## config.mk

```make
export PLATFORM = sky130hd
export DESIGN_NAME = clock_divider_bank_flat
export DESIGN_NICKNAME = d
export VERILOG_FILES = /design/src/rtl/clock_divider_bank_if.sv /design/src/rtl/clock_divider_bank.sv /design/src/flat_wrapper.sv
export SDC_FILE = /design/constraint.sdc
export NUM_CORES = 1
export LEC_CHECK = 0
export CAP_MARGIN = 20
export CORE_ASPECT_RATIO = 1.2
export CORE_MARGIN = 1
export CORE_UTILIZATION = 59
export DETAILED_ROUTE_END_ITERATION = 10
export PLACE_DENSITY = 0.81
export SLEW_MARGIN = 20
export SYNTH_ARGS = -nofsm -noshare
export SYNTH_HDL_FRONTEND = slang
export SYNTH_SLANG_ARGS = --single-unit
```

## constraint.sdc

```tcl
create_clock -name clkin -period 5.3 [get_ports clkin]
set_input_delay 0.795 -clock clkin [delete_from_list [all_inputs] [get_ports clkin]]
set_output_delay 0.795 -clock clkin [all_outputs]
set_load 0.005 [all_outputs]
```

## src/rtl/clock_divider_bank_if.sv

```systemverilog
// Bus bundle for clock_divider_bank: shared divisor, per-channel load strobes,
// phase sync, and the divided-clock / tick / status outputs.
interface clock_divider_bank_if #(
  parameter int CHANNELS = 2,
  parameter int WIDTH    = 8
);
  logic [WIDTH-1:0]          div_in;
  logic [CHANNELS-1:0]       load;
  logic                      sync;
  logic [CHANNELS-1:0]       clkout;
  logic [CHANNELS-1:0]       tick;
  logic [CHANNELS-1:0]       pending;
  logic [CHANNELS*WIDTH-1:0] active_div;

  modport master (
    output div_in, load, sync,
    input  clkout, tick, pending, active_div
  );

  modport slave (
    input  div_in, load, sync,
    output clkout, tick, pending, active_div
  );
endinterface

```

## src/rtl/clock_divider_bank.sv

```systemverilog
// Bank of independent glitch-free clock dividers with shadowed divisors.
// Define CLOCK_DIVIDER_BANK_SYNC_EN to let `sync` realign all channel phases.
module clock_divider_bank #(
  parameter int CHANNELS = 2,
  parameter int WIDTH    = 8
) (
  input  logic                 clkin,
  input  logic                 reset,
  clock_divider_bank_if.slave  bus
);

  logic sync_fire;

`ifdef CLOCK_DIVIDER_BANK_SYNC_EN
  assign sync_fire = bus.sync;
`else
  assign sync_fire = 1'b0 & bus.sync;
`endif

  for (genvar n = 0; n < CHANNELS; n++) begin : g_ch
    logic [WIDTH-1:0] cnt_q, div_q, shadow_q;
    logic [WIDTH-1:0] cnt_d, div_d, shadow_d, half_d;
    logic             pend_q, pend_d;
    logic             clk_q, tick_q;
    logic             apply_now;

    // Shadow always tracks the most recent load, so applying it at a boundary
    // with nothing pending simply re-applies the current divisor.
    always_comb begin
      cnt_d     = cnt_q;
      div_d     = div_q;
      shadow_d  = shadow_q;
      pend_d    = pend_q;
      apply_now = (div_q == '0) || (cnt_q == div_q - WIDTH'(1)) || sync_fire;
      if (bus.load[n]) begin
        shadow_d = bus.div_in;
        if (apply_now) begin
          div_d  = bus.div_in;
          pend_d = 1'b0;
          cnt_d  = '0;
        end else begin
          pend_d = 1'b1;
          cnt_d  = cnt_q + WIDTH'(1);
        end
      end else if (apply_now) begin
        div_d  = shadow_q;
        pend_d = 1'b0;
        cnt_d  = '0;
      end else begin
        cnt_d = cnt_q + WIDTH'(1);
      end
      half_d = (div_d >> 1) + {{(WIDTH-1){1'b0}}, div_d[0]};
    end

    // Outputs are computed from the next state so they describe the post-edge state.
    always_ff @(posedge clkin) begin
      if (reset) begin
        cnt_q    <= '0;
        div_q    <= '0;
        shadow_q <= '0;
        pend_q   <= 1'b0;
        clk_q    <= 1'b0;
        tick_q   <= 1'b0;
      end else begin
        cnt_q    <= cnt_d;
        div_q    <= div_d;
        shadow_q <= shadow_d;
        pend_q   <= pend_d;
        clk_q    <= (div_d != '0) && (cnt_d < half_d);
        tick_q   <= (div_d != '0) && (cnt_d == '0);
      end
    end

    assign bus.clkout[n]                   = clk_q;
    assign bus.tick[n]                     = tick_q;
    assign bus.pending[n]                  = pend_q;
    assign bus.active_div[n*WIDTH +: WIDTH] = div_q;
  end

endmodule

```

## src/flat_wrapper.sv

```systemverilog
// flat-port wrapper written by rule: the top's interface ports become plain ports
module clock_divider_bank_flat 
#(
  parameter int CHANNELS = 2,
  parameter int WIDTH    = 8
)
  (clkin, reset, bus_div_in, bus_load, bus_sync, bus_clkout, bus_tick, bus_pending, bus_active_div);
  clock_divider_bank_if #(.CHANNELS(CHANNELS), .WIDTH(WIDTH)) bus_i ();
  input  logic clkin;
  input  logic reset;
  input wire logic [$bits(bus_i.div_in)-1:0] bus_div_in;
  input wire logic [$bits(bus_i.load)-1:0] bus_load;
  input wire logic [$bits(bus_i.sync)-1:0] bus_sync;
  output wire logic [$bits(bus_i.clkout)-1:0] bus_clkout;
  output wire logic [$bits(bus_i.tick)-1:0] bus_tick;
  output wire logic [$bits(bus_i.pending)-1:0] bus_pending;
  output wire logic [$bits(bus_i.active_div)-1:0] bus_active_div;
  assign bus_i.div_in = bus_div_in;
  assign bus_i.load = bus_load;
  assign bus_i.sync = bus_sync;
  assign bus_clkout = bus_i.clkout;
  assign bus_tick = bus_i.tick;
  assign bus_pending = bus_i.pending;
  assign bus_active_div = bus_i.active_div;
  clock_divider_bank #(.CHANNELS(CHANNELS), .WIDTH(WIDTH)) u_core (.clkin(clkin), .reset(reset), .bus(bus_i));
endmodule
```

### Yosys cells after proc, flatten, opt, wreduce, memory -nomap -nowiden

Cells that the tools add are included.

* register bits: 54
* input bits: 13
* output and inout port bits: 22
* word-level logic and storage cells: 50

* $add $sub $neg: 6
* order comparisons: 2
* equal/unequal tests: 2
* multiplexer cells: 14
* reductions and logical operators: 14

Operators by type and width (count)
* $mux 8: 8
* $logic_not 8->1: 4
* $add 7x1->8: 2
* $add 8x1->8 const B: 2
* $eq 8x8->1: 2
* $lt 8x8->1: 2
* $reduce_bool 8->1: 2
* $sub 8x1->8 const B: 2
* $mux 1: 6
* $logic_and 1x1->1: 4
* $reduce_bool 2->1: 2
* $logic_or 1x1->1: 2

### Logic depth before layout (Yosys ltp)

* word-level depth: 8
* depth in mapped cells: 22
* mapped depth without buffers: 22

### Worst setup path before layout

Ideal clock, no wire load.

* kind: flip-flop to flip-flop
* start point: reg u_core.g_ch[0].div_q[0]
* end point: reg u_core.g_ch[0].clk_q
* library setup time: 0.100 ns
* data arrival time: 4.345 ns
* slack: 0.855 ns
* cell stages (with the launch flop): 20
* path buffers: 0
* cells stage by stage: dfxtp_1 > inv_1 > ha_1 > o21ba_1 > a221oi_1 > o2111ai_1 > a2111o_4 > a21oi_1 > a31oi_1 > ha_1 > ha_1 > and2_1 > nand2b_1 > nor3_1 > xnor2_1 > mux2i_1 > ha_1 > a21o_1 > a211o_1 > a2111oi_4

* cells in the longest elaborated chain, start to end: 8
* elaborated cells on any way between the ends: 12
* classes of those cells: add/sub (2); order compare (1); eq/ne (1); mux (4); reduce/logical (4)

RTL lines
* start, declared: line clock_divider_bank.sv:21 `logic [WIDTH-1:0] cnt_q, div_q, shadow_q;`
* start signal, assigned: line clock_divider_bank.sv:66 `div_q <= div_d;`
* $sub 8x1->8: line clock_divider_bank.sv:34 `apply_now = (div_q == '0) || (cnt_q == div_q - WIDTH'(1)) || sync_fire;`
* $eq 8x8->1: line clock_divider_bank.sv:34
* $logic_or 1x1->1: line clock_divider_bank.sv:34
* $mux 8, on equally long branches: line clock_divider_bank.sv:45, clock_divider_bank.sv:37
* $mux 8 *: line clock_divider_bank.sv:35 `if (bus.load[n]) begin`
* via u_core.g_ch[0].div_d[0]: line clock_divider_bank.sv:22 `logic [WIDTH-1:0] cnt_d, div_d, shadow_d, half_d;`
* $add 7x1->8: line clock_divider_bank.sv:52 `half_d = (div_d >> 1) + {{(WIDTH-1){1'b0}}, div_d[0]};`
* $lt 8x8->1: line clock_divider_bank.sv:69 `clk_q <= (div_d != '0) && (cnt_d < half_d);`
* $logic_and 1x1->1 *: line clock_divider_bank.sv:69
* end signal, assigned: line clock_divider_bank.sv:69
* end, declared: line clock_divider_bank.sv:24 `logic clk_q, tick_q;`

Mark *: on every way through the listed nets, which the timed path passes. The rest lies on a longest branch.
A chain may end at the register's enable or synchronous reset.

### Final worst setup path

* start point: reg u_core.g_ch[0].div_q[0]
* end point: reg u_core.g_ch[0].clk_q

* cells in the longest elaborated chain, start to end: 8
* elaborated cells on any way between the ends: 12
* classes of those cells: add/sub (2); order compare (1); eq/ne (1); mux (4); reduce/logical (4)

RTL lines (line)
* $sub 8x1->8: clock_divider_bank.sv:34
* $eq 8x8->1: clock_divider_bank.sv:34
* $logic_or 1x1->1 *: clock_divider_bank.sv:34
* $mux 8, on equally long branches: clock_divider_bank.sv:45, clock_divider_bank.sv:37
* $mux 8 *: clock_divider_bank.sv:35
* via u_core.g_ch[0].div_d[1]: clock_divider_bank.sv:22
* $add 7x1->8: clock_divider_bank.sv:52
* $lt 8x8->1: clock_divider_bank.sv:69
* $logic_and 1x1->1 *: clock_divider_bank.sv:69

Marks and branches as above.

==> impl_results.md <==
* CTS tree: done
* Power per cell area at roughly 600 nW/µm²
* Sw Ratio at 0.472
* Logic pwr share at 0.648
* Total wire length at approximately 9 mm
* Global route total overflow at 0
* CP Launch Type: flip-flop
* Clock Skew at 9.32 ps
* CP endpoint kind: flip-flop
* Vias in the first global route at approximately 3200
* Vias per Instance at 6.09
* First-pass GRT wire length at 14.8 mm
* Share of layout cells above drive strength 1 at 0.0807
* Post-synth EDFFs at 0
* Seq pwr share at 0.265
* Fin crit share at 0.933
* Min Tclk post-route at around 4900 ps
* Fraction of registers with async set/reset at 0
* Warnings, synthesis at 0
* H-tree Lvls at 2
* Status: finished, final reports clean
* Largest cells by area after synthesis: dfxtp_1 27%, ha_1 8.3%, xnor2_1 6.4%, nor2_1 5.6%, xor2_1 4.4%
* Worst-path fanout max at 9
* Die area at approximately 7000 µm²
* Leak at approximately 1.7 nW
* Setup TNS at 0 ps
* Reg2Reg Launch Point: u_core.g_ch[0].div_q[0]$_SDFF_PP0_
* Routability cong. at roughly 0.84
* Core Area at 6450 µm²
* # hold bufs at CTS at 0
* Relative slew slack at 0.551
* Ant diodes at 0
* # rows at 32
* Avg Cell Area, Syn at between 8 and 9 µm²
* Synthesized Nets at 501
* Die H at between 90 and 100 µm
* Peak VDD IR at about 720 µV
* Slew @ Worst Pin at approximately 650 ps
* Antenna viol nets, final at 0
* DRC Markers at 0
* Post-synthesis sequential area ratio at 0.274
* Net switching power at ~1.2 mW
* Initial Util at 0.612
* Prevailing post-synth register cell: dfxtp_1
* CTS buffer count at 5
* Critical path class: reg2reg
* Unrepaired setup endpoints after global routing: no
* Seq cells post-synth at 54
* Pint at approximately 1.3 mW
* Largest area contributor in the synthesized netlist: dfxtp_1
* Max-slew violation count at 0
* Clock power frac at 0.087
* Clk buf depth at 2
* Synth cell count leaders: 59 x nor2_1, 54 x dfxtp_1, 31 x nor3_1
* Final #Nets at 510
* Post-synth top area share at 0.274
* Setup crit start: u_core.g_ch[0].div_q[0]$_SDFF_PP0_
* Post-layout util at 0.658
* Port Buffers at 33
* Worst endpoint required time at approximately 5500 ps
* Initial antenna violation count at 0
* Fin. Hold Viols at 0
* P&R area growth vs syn at 7.55%
* Min-delay src: u_core.g_ch[1].pend_q$_SDFFE_PP0P_
* Reg clk slew, reported paths at around 100 ps
* Post-synthesis cell count at 462
* Number of iterations in the first detailed-routing pass at 4
* Count leader, synth: nor2_1
* Synthesized area at slightly below 4000 µm²
* Clk Latency, worst-skew pair at around 300 ps
* Clock Sinks at between 50 and 60
* Iter 0 DRT Violations at 197
* Max Fclk at roughly 200 MHz
* Largest net degree at the start of global routing at 47
* Number of setup buffers added after CTS at 0
* CP arrival at around 5200 ps
* Hold Path Class: reg2reg
* Gr usage total at 0.264
* Die Wd at between 70 and 80 µm
* DPL Wire Length at around 6.6 mm
* Final setup violation count at 0
* Synth unique cells at between 70 and 80
* Clock root buffer: clkbuf_8
* Routed vias at 3387
* Max_cap viols at 0
* Avg WL per Cell at approximately 16 µm
* Post-CTS resize count at 0
* Top Ports at 35
-- metrics by stage --
step                power [mW]  area [µm²]  cells  worst slack, ps  hold slack, ps
finish                    2.53        4240    556              354             484
global route              2.74        4240    556             81.5             510
CTS                       2.53        4240    556              372             486
detailed placement        2.30        4160    549              407             471
global placement          2.24        4160    549              529             451
floorplan                 2.00        3940    462              855             436
-- cells in the final DEF (no fill, tap or decap), types with 4 or more instances in the layout --
| cell type | instances |
|---|---|
| o21ai_0 | 9 |
| a31oi_1 | 7 |
| a211oi_2 | 4 |
| inv_1 | 12 |
| xor2_1 | 20 |
| mux2i_1 | 12 |
| mux2_2 | 5 |
| nand2_1 | 17 |
| buf_4 | 6 |
| nor2b_1 | 11 |
| dfxtp_1 | 54 |
| xnor2_1 | 29 |
| and3_1 | 9 |
| a21oi_1 | 17 |
| clkbuf_8 | 5 |
| clkdlybuf4s50_1 | 33 |
| ha_1 | 26 |
| nand3_1 | 24 |
| nor2_1 | 59 |
| a211oi_1 | 6 |
| nor3_1 | 31 |
-- registers in the layout, indices dropped and copies added, names as in the netlist --
name,cells
u_core.g_ch.cnt_q,16
u_core.g_ch.clk_q,2
u_core.g_ch.tick_q,2
u_core.g_ch.div_q,16
u_core.g_ch.shadow_q,16
u_core.g_ch.pend_q,2
-- path summary, 6_finish.rpt --
path	to	slack, ps	cells past startpoint
max	u_core.g_ch[0].clk_q$_SDFF_PP0_	350	18
min	u_core.g_ch[1].pend_q$_SDFFE_PP0P_	480	2
max reg2reg	u_core.g_ch[0].clk_q$_SDFF_PP0_	350	18
min reg2reg	u_core.g_ch[1].pend_q$_SDFFE_PP0P_	480	2
-- cell families (layout without fill, tap and decap cells) --
logic type	count (synthesis)	in the layout	synth area share
fa+ha+maj	26	26	0.0825
xor+xnor	49	49	0.109
simple gates	183	183	0.241
buf+inv	49	58	0.0774
mux	17	17	0.0447
flops	54	54	0.274
compound gates	84	84	0.172
-- power groups by stage --
stage | clock, mW | combinational, mW | sequential [mW]
after floorplan | 0 | 1.42 | 0.585
after global placement | 0 | 1.57 | 0.671
after detailed placement | 0 | 1.62 | 0.676
after CTS | 0.224 | 1.63 | 0.667
after global routing | 0.245 | 1.81 | 0.686
final | 0.220 | 1.64 | 0.670
-- critical path, cell delays in order (launching register included) --
cell and delay (ps):
dfxtp_1 470, inv_1 140, ha_1 310, o21ba_1 190
a221oi_1 310, o2111ai_1 230, a2111o_4 570, a31oi_1 220
ha_1 290, ha_1 280, and2_1 180, nand2b_1 90
nor3_1 230, xnor2_1 140, mux2i_1 90, ha_1 310
a21o_1 180, a211o_1 320, a2111oi_4 310
-- metal layers --
metal,GRT usage,vias up,part of all wire
met5,0,-,0
met4,0.120,0,0.032
met3,0.0322,21,0.030
met2,0.475,89,0.51
met1,0.308,1616,0.43
li1,-,1661,-
-- area by class of cell --
class	instances	area [µm²]
inverter	12	45.0
clock buffer	7	76.3
multi-input combinational	359	2560
tap	85	106
fill	577	2210
timing repair buffer	39	375
sequential	54	1080
Note: power is estimated with default switching activity, not from simulation.
